$ cat src/rtl/dcp_stream_pkg.sv
// Shared stream definitions for the dehaze pipeline: FSM states, beat tag layout,
// default frame geometry and a constant clog2 helper.
package dcp_stream_pkg;

  typedef enum logic [1:0] {
    ST_IDLE   = 2'd0,
    ST_ACTIVE = 2'd1,
    ST_FLUSH  = 2'd2
  } dcp_state_t;

  // Tag bits sit directly above TDATA in each buffered entry: {eof, eol, sof, data}
  localparam int unsigned TAG_SOF = 0;
  localparam int unsigned TAG_EOL = 1;
  localparam int unsigned TAG_EOF = 2;
  localparam int unsigned TAG_W   = 3;

  localparam int unsigned DEF_IMG_WIDTH  = 512;
  localparam int unsigned DEF_IMG_HEIGHT = 512;

  function automatic int unsigned clog2(input int unsigned v);
    int unsigned r;
    r = 0;
    for (int unsigned i = 0; i < 32; i++) begin
      if ((64'd1 << i) < 64'(v)) r = i + 1;
    end
    return r;
  endfunction

endpackage

$ cat src/rtl/axis_sync_fifo.sv
// First-word-fall-through synchronous FIFO: head entry is visible on rd_data
// whenever empty is low; a write into an empty FIFO appears one cycle later.
module axis_sync_fifo
  import dcp_stream_pkg::*;
#(
  parameter int unsigned DEPTH = 16,
  parameter int unsigned WIDTH = 35
) (
  input  logic                   clk,
  input  logic                   rst_n,
  input  logic                   wr_en,
  input  logic [WIDTH-1:0]       wr_data,
  input  logic                   rd_en,
  output logic [WIDTH-1:0]       rd_data,
  output logic                   full,
  output logic                   empty,
  output logic [clog2(DEPTH):0]  count
);

  localparam int unsigned AW = clog2(DEPTH);
  localparam int unsigned CW = AW + 1;

  logic [WIDTH-1:0] mem [DEPTH];
  logic [AW-1:0]    wr_ptr;
  logic [AW-1:0]    rd_ptr;
  logic             do_wr;
  logic             do_rd;

  assign full  = (count == CW'(DEPTH));
  assign empty = (count == '0);

  // A write while full is only allowed when the head leaves in the same cycle
  assign do_rd = rd_en & ~empty;
  assign do_wr = wr_en & (~full | do_rd);

  always_ff @(posedge clk) begin
    if (do_wr) mem[wr_ptr] <= wr_data;
  end

  always_ff @(posedge clk or negedge rst_n) begin
    if (!rst_n) begin
      wr_ptr <= '0;
      rd_ptr <= '0;
      count  <= '0;
    end else begin
      if (do_wr) wr_ptr <= wr_ptr + AW'(1);
      if (do_rd) rd_ptr <= rd_ptr + AW'(1);
      case ({do_wr, do_rd})
        2'b10:   count <= count + CW'(1);
        2'b01:   count <= count - CW'(1);
        default: count <= count;
      endcase
    end
  end

  assign rd_data = mem[rd_ptr];

endmodule

$ cat src/rtl/axis_frame_packer.sv
// Re-frames the free-running dehaze pixel stream into AXI4-Stream video frames.
// Build option DCP_LINE_TLAST_EN: TLAST marks every line end instead of frame end only.
module axis_frame_packer
  import dcp_stream_pkg::*;
#(
  parameter int unsigned IMG_WIDTH  = DEF_IMG_WIDTH,
  parameter int unsigned IMG_HEIGHT = DEF_IMG_HEIGHT,
  parameter int unsigned FIFO_DEPTH = 16,
  parameter int unsigned DATA_W     = 32
) (
  input  logic                        ACLK,
  input  logic                        ARESETn,
  input  logic                        enable,
  input  logic [DATA_W-1:0]           S_AXIS_TDATA,
  input  logic                        S_AXIS_TVALID,
  output logic                        S_AXIS_TREADY,
  output logic [DATA_W-1:0]           M_AXIS_TDATA,
  output logic                        M_AXIS_TVALID,
  output logic                        M_AXIS_TLAST,
  output logic                        M_AXIS_TUSER,
  input  logic                        M_AXIS_TREADY,
  output logic                        frame_done,
  output logic                        overflow,
  output logic                        busy,
  output logic [clog2(FIFO_DEPTH):0]  fill_level
);

  localparam int unsigned CW = clog2(IMG_WIDTH);
  localparam int unsigned RW = (IMG_HEIGHT > 1) ? clog2(IMG_HEIGHT) : 1;
  localparam int unsigned EW = DATA_W + TAG_W;

  localparam logic [CW-1:0] COL_LAST = CW'(IMG_WIDTH - 1);
  localparam logic [RW-1:0] ROW_LAST = RW'(IMG_HEIGHT - 1);

  dcp_state_t state, state_nxt;

  logic [CW-1:0] col;
  logic [RW-1:0] row;
  logic          accept;
  logic          sof, eol, eof;
  logic [EW-1:0] wr_entry;
  logic [EW-1:0] head;
  logic          fifo_full;
  logic          fifo_empty;
  logic          pop;

  assign sof = (col == '0) && (row == '0);
  assign eol = (col == COL_LAST);
  assign eof = eol && (row == ROW_LAST);

  always_comb begin
    wr_entry                 = '0;
    wr_entry[DATA_W-1:0]     = S_AXIS_TDATA;
    wr_entry[DATA_W+TAG_SOF] = sof;
    wr_entry[DATA_W+TAG_EOL] = eol;
    wr_entry[DATA_W+TAG_EOF] = eof;
  end

  assign pop = ~fifo_empty & M_AXIS_TREADY;

  axis_sync_fifo #(
    .DEPTH (FIFO_DEPTH),
    .WIDTH (EW)
  ) u_fifo (
    .clk     (ACLK),
    .rst_n   (ARESETn),
    .wr_en   (accept),
    .wr_data (wr_entry),
    .rd_en   (pop),
    .rd_data (head),
    .full    (fifo_full),
    .empty   (fifo_empty),
    .count   (fill_level)
  );

  always_ff @(posedge ACLK or negedge ARESETn) begin
    if (!ARESETn) state <= ST_IDLE;
    else          state <= state_nxt;
  end

  always_comb begin
    state_nxt = state;
    case (state)
      ST_IDLE:   if (accept) state_nxt = ST_ACTIVE;
      ST_ACTIVE: if (accept && eof && !enable) state_nxt = ST_FLUSH;
      ST_FLUSH:  if (fifo_empty) state_nxt = ST_IDLE;
      default:   state_nxt = ST_IDLE;
    endcase
  end

  always_comb begin
    accept = S_AXIS_TVALID & (((state == ST_IDLE) & enable) | (state == ST_ACTIVE));
    busy   = (state != ST_IDLE);
  end

  // Counters advance even when the FIFO drops the beat so framing stays pixel-aligned
  always_ff @(posedge ACLK or negedge ARESETn) begin
    if (!ARESETn) begin
      col <= '0;
      row <= '0;
    end else if (accept) begin
      if (eol) begin
        col <= '0;
        row <= (row == ROW_LAST) ? '0 : row + RW'(1);
      end else begin
        col <= col + CW'(1);
      end
    end
  end

  always_ff @(posedge ACLK or negedge ARESETn) begin
    if (!ARESETn) begin
      overflow   <= 1'b0;
      frame_done <= 1'b0;
    end else begin
      if (accept && fifo_full && !pop) overflow <= 1'b1;
      frame_done <= pop & head[DATA_W+TAG_EOF];
    end
  end

  assign S_AXIS_TREADY = ~fifo_full;
  assign M_AXIS_TVALID = ~fifo_empty;
  assign M_AXIS_TDATA  = fifo_empty ? '0 : head[DATA_W-1:0];
  assign M_AXIS_TUSER  = ~fifo_empty & head[DATA_W+TAG_SOF];
`ifdef DCP_LINE_TLAST_EN
  assign M_AXIS_TLAST  = ~fifo_empty & head[DATA_W+TAG_EOL];
`else
  assign M_AXIS_TLAST  = ~fifo_empty & head[DATA_W+TAG_EOF];
  logic unused_eol_tag;
  assign unused_eol_tag = head[DATA_W+TAG_EOL];
`endif

endmodule

$ cat config.mk
export PLATFORM = sky130hd
export DESIGN_NAME = axis_frame_packer
export DESIGN_NICKNAME = d
export VERILOG_FILES = /design/src/rtl/dcp_stream_pkg.sv /design/src/rtl/axis_sync_fifo.sv /design/src/rtl/axis_frame_packer.sv
export SDC_FILE = /design/constraint.sdc
export NUM_CORES = 1
export LEC_CHECK = 0
export ABC_AREA = 1
export BUFFER_PORTS_ARGS = -buffer_cell sky130_fd_sc_hd__buf_2
export CAP_MARGIN = 0
export CORE_MARGIN = 2
export CORE_UTILIZATION = 45
export DETAILED_ROUTE_END_ITERATION = 6
export PLACE_DENSITY_LB_ADDON = 0.15
export RECOVER_POWER = 50
export SYNTH_ARGS = -nofsm -noshare
export SYNTH_HDL_FRONTEND = slang
export SYNTH_HIERARCHICAL = 1
export SYNTH_SLANG_ARGS = --single-unit
$ cat constraint.sdc
create_clock -name ACLK -period 3.1 [get_ports ACLK]
set_input_delay 0.93 -clock ACLK [delete_from_list [all_inputs] [get_ports ACLK]]
set_output_delay 0.93 -clock ACLK [all_outputs]
set_load 0.01 [all_outputs]
Word-level counts from Yosys, hierarchy flattened. Memories as Yosys holds them, arrays and structs flattened. Index checks and enable logic that the tools add are counted.

Add/subtract/negate cells: 6. Equality and inequality tests: 10. Multiplexer cells: 10. Bitwise gates (word level): 12. Reductions and logical operators: 16.

Operators with widths (count): $mux 32 (1); $add 9x1->9 const B (2); $eq 9x9->1 const B (2); $logic_not 9->1 (2); $mux 9 (2); $pmux 5 s2 (1); $add 4x1->4 const B (2); $and 1x1->1 (8); $logic_and 1x1->1 (6); $mux 2 (3); $ne 2x2->1 const B (3); $pmux 2 s3 (1); $add 5x1->5 const B (1); $eq 5x5->1 const B (1); $logic_not 5->1 (1); $sub 5x1->5 const B (1); $eq 2x1->1 const B (2); $eq 2x2->1 const B (2); $reduce_bool 2->1 (2); $reduce_and 3->1 (1); $logic_not 1->1 (2); $logic_not 2->1 (1); $mux 1 (2); $not 1->1 (2); other kinds (2) (3).

Register bits after elaboration: 35. Bits in writable memories: 560. Word-level logic and storage cells: 63. Memories kept: 1.

Memories: u_fifo.mem (words 16, bits a word 35, read ports 1, clocked after memory_dff 0, write ports 1, line axis_sync_fifo.sv:23) `logic [WIDTH-1:0] mem [DEPTH];`.

Logic depth before layout (Yosys ltp).
Depth after elaboration: 8. Mapped depth: 19. Depth with buffers taken out: 18.

Modules after synthesis. Netlist, hierarchy kept.

By module, submodules not included: axis_sync_fifo (times used 1, cells each 1729, area an instance 22893.2 um2, seq. area each 17141.4 um2); axis_frame_packer (times used 1, cells each 247, area an instance 1572.8 um2, seq. area each 550.5 um2).

Worst setup path after synthesis. Ideal clock, no wire load.

Path kind: input to register. Start point: input S_AXIS_TVALID. End point: memory u_fifo.mem[0][0] (enable). Setup time: 0.427 ns. Data arrival time: 3.126 ns. Setup slack: -0.453 ns. Stages on the path: 7. Cells stage by stage: nand2_1 > nor2_4 > buf_6 > o21ai_1 > inv_1 > nand2_1 > nor2_1.

Cells in the longest elaborated chain, start to end: 4.

RTL lines: from (decl) (line axis_frame_packer.sv:15) `input logic S_AXIS_TVALID,`; $and 1x1->1 (line axis_frame_packer.sv:92) `accept = S_AXIS_TVALID & (((state == ST_IDLE) & enable) | (state == ST_ACTIVE));`; named net accept (line axis_frame_packer.sv:39) `logic accept;`; $and 1x1->1 (line axis_sync_fifo.sv:34) `assign do_wr = wr_en & (~full | do_rd);`; $mux 1 (line axis_sync_fifo.sv:37) `if (do_wr) mem[wr_ptr] <= wr_data;`; $mux 1 (not written as such) (line axis_sync_fifo.sv:37); to (decl) (line axis_sync_fifo.sv:23).

The timed path passes the listed nets, and every way through them passes these cells.

Worst setup path in the final report.
Start point: register u_fifo.rd_ptr[0]. End point: output M_AXIS_TDATA[8].

Cells in the longest elaborated chain, start to end: 2.

RTL lines: from (decl) (line axis_sync_fifo.sv:25) `logic [AW-1:0] rd_ptr;`; from (signal assigned) (line axis_sync_fifo.sv:47) `if (do_rd) rd_ptr <= rd_ptr + AW'(1);`; $mem_v2 16x35; named net head[8] (line axis_frame_packer.sv:42) `logic [EW-1:0] head;`; $mux 32 (line axis_frame_packer.sv:123) `assign M_AXIS_TDATA = fifo_empty ? '0 : head[DATA_W-1:0];`; to (decl) (line axis_frame_packer.sv:17) `output logic [DATA_W-1:0] M_AXIS_TDATA,`.

The timed path passes the listed nets, and every way through them passes these cells.

==> impl_results.md <==
- Outcome: finished, violations left
- Failing checks: capacitance limit, slew limit, setup timing
- Setup crit end kind: output pin
- Die area: 54870 sq um
- Worst Path Required: 2.17 ns
- Ports: a little over 80
- Final Hold Fails: 0
- # nets final: approximately 2100
- Final WL: 61960 um
- Final worst-path cycle share: 108.4%
- Port bufs: 80
- Die Wd: 234.3 um
- Later-pin clock latency in the skew report: a little over 0.6 ns
- Pins Over Slew Limit: 24
- Initial antenna violation count: 1
- Relative slew slack: -1.486%
- Initial Util: a little under half
- First-pass GRT wire length: about 90000 um
- Hold WC Path Type: flop to flop
- Worst flop-to-flop path startpoint: u_fifo/count[1]
- Worst Path Arrival: 2.43 ns
- Worst Path Buf+Inv: 5
- Worst R2R Setup Slack: 0.41 ns
- DRC viols: 0
- RD Place Congestion: about 0.8
- Gr ovfl total: 0
- Max Fclk: 297.7 MHz
- Crit-path cells: buf_12 -> clkinv_8 -> buf_12 -> nor2_1 -> nor2_1 -> o21ai_0 -> o211ai_1 -> nand3_1 -> nand2_1 -> inv_1 -> nor2_1 -> buf_2
- Detailed router's first-iteration violation count: ~1300
- Placed cells: around 2700
- CTS Buffer Depth: 3
- Final min period: approximately 3.4 ns
- Clock transition at path regs: 0.06 ns
- CTS buffer count: between 50 and 60
- Core region area: ~52000 sq um
- Finished Core Util: about 53%
- Nature of the critical path startpoint: flop
- CP Class: flop to output pin
- Lkg Pwr: a little under 10 nW
- Hold EP: overflow
- Number of global-route vias before repair: 14940
- HP Start: overflow
- RSZ-0062 raised after global routing: yes
- Post-route insts no fill: approximately 2800
- Layout area overhead: 17.35%
- Final setup vio count: 34
- CP Max Fanout: 27
- All-Layer GR Usage: between 20% and 30%
- Post-synthesis cell count: just under 2000
- Worst vdd ir: 0.6967 mV
- Routed length per instance: approximately 22 um
- Post-route setup slack: -0.2594 ns
- R2R cell count: 11
- Clock Skew: approximately 0.012 ns
- Max-cap violation count: 1
- DR pass1 iterations: 5
- Syn nets: around 2000
- Most numerous cell on the critical path: nor2_1
- Row cnt: 84
- Post-Syn Area: around 24000 sq um
- Via-to-Cell Ratio: 5.599
- Detail Route Antenna Nets: 0
- Fraction of layout cells with a size suffix above 1: 13.09%
- DPL Wire Length: 31340 um
- H-tree levels: 2
- Die Span Y: between 200 and 250 um
- CTS sink count: about 580
- Worst Hold Path Cells: 1
- Crit path max-delay family: buffers and inverters
- Least-Margin Pin Slew: 1.522 ns
- Fillers: 4416
- Largest stage delay on the critical path: between 0.4 and 0.5 ns
- TritonCTS clock tree: yes
- FF-to-FF End: u_fifo/mem[5][9]
- Ys Warns: 6
- Syn_area_per_cell: roughly 12 sq um
- Vias: 15530
- Pin count of the biggest net entering global routing: 81
- Diode count: 0
- CTS root buf: clkbuf_16
- Hold WS: 0.4806 ns
- CP max-delay cell: dfrtp_4
- Pwr Density: ~950 nW/um^2
## sequential cells by signal (all words and copies together) (netlist names), 2 cells and up
| signal | cells |
|---|---|
| col | 9 |
| u_fifo/wr_ptr | 4 |
| u_fifo/count | 5 |
| u_fifo/mem | 544 |
| row | 9 |
| u_fifo/rd_ptr | 4 |
| state | 2 |
## metal layers
layer / global-route usage [%] / vias up / share of wire [%]
li1: - / 7152 / -
met5: 0 / - / 0.021
met2: 36.95 / 497 / 48
met4: 6.151 / 2 / 2.4
met1: 30.49 / 7772 / 43
met3: 3.696 / 102 / 6.0
## what timing repair did
action	CTS	global route
endpoints found under the setup margin	34	34
resized for setup	22	30
hold buffers	0	0
pin swaps	4	9
setup buffers	6	2
cloned	8	8
## how the worst max path moves through the flow
stage | startpoint | endpoint | slack, ns | cells after the start
after floorplan | S_AXIS_TVALID | u_fifo/mem[0][0] | -0.41 | 7
after global placement | u_fifo/rd_ptr[0] | M_AXIS_TDATA[18] | 0.20 | 9
after global routing | u_fifo/rd_ptr[0] | M_AXIS_TDATA[21] | -0.39 | 13
after detailed placement | u_fifo/rd_ptr[0] | M_AXIS_TDATA[10] | 0.20 | 11
after CTS | u_fifo/rd_ptr[0] | M_AXIS_TDATA[8] | -0.26 | 12
final | u_fifo/rd_ptr[0] | M_AXIS_TDATA[8] | -0.26 | 12
## placed cells by master, fill, tap and decap left out, types with 2 or more instances in the layout
master / instances
nand4_1: 8
a21oi_2: 21
clkinv_1: 10
o211ai_1: 135
nor2_2: 5
inv_1: 106
ha_1: 14
clkinv_2: 5
clkbuf_16: 66
buf_4: 22
clkbuf_1: 53
nand2_2: 2
inv_6: 3
inv_2: 7
dfrtp_1: 31
nand2_1: 101
dfrtp_4: 3
buf_12: 38
nor2_4: 18
xor2_1: 9
clkinv_8: 2
buf_6: 7
nor3_1: 2
buf_2: 47
nand3_1: 89
clkinv_4: 2
nor2_1: 400
bufinv_16: 4
nor4_1: 3
a21oi_1: 16
buf_16: 14
o21ai_0: 215
o21ai_1: 73
edfxtp_1: 544
## cell type report
type,count,area [sq um],area share [%]
Sequential cell,579,17220,61.52
Multi-Input combinational cell,1119,5722,20.44
Timing Repair Buffer,170,1932,6.901
Clock buffer,77,1544,5.515
Tap cell,688,860.8,3.075
Inverter,115,462.9,1.654
Clock inverter,22,209.0,0.7464
Timing Repair inverter,3,41.29,0.1475
## stage by stage
step	setup WS, ns	total power, mW	setup TNS [ns]	cell area (sq um)
3_3_place_gp	0.2041	18.96	0	25670
6_report	-0.2594	26.67	-6.743	28000
5_1_grt	-0.3890	28.16	-11.82	28000
4_1_cts	-0.2557	26.35	-7.574	27750
3_5_place_dp	0.1989	19.08	0	25670
2_1_floorplan	-0.4101	15.68	-208.38	23860
## where the power goes
part / switching, mW / internal (mW) / total [mW]
logic: 6.59 / 3.77 / 10.4
registers: 0.303 / 9.38 / 9.68
clock network: 2.83 / 3.80 / 6.63
Power figures use the tool's default switching activity.
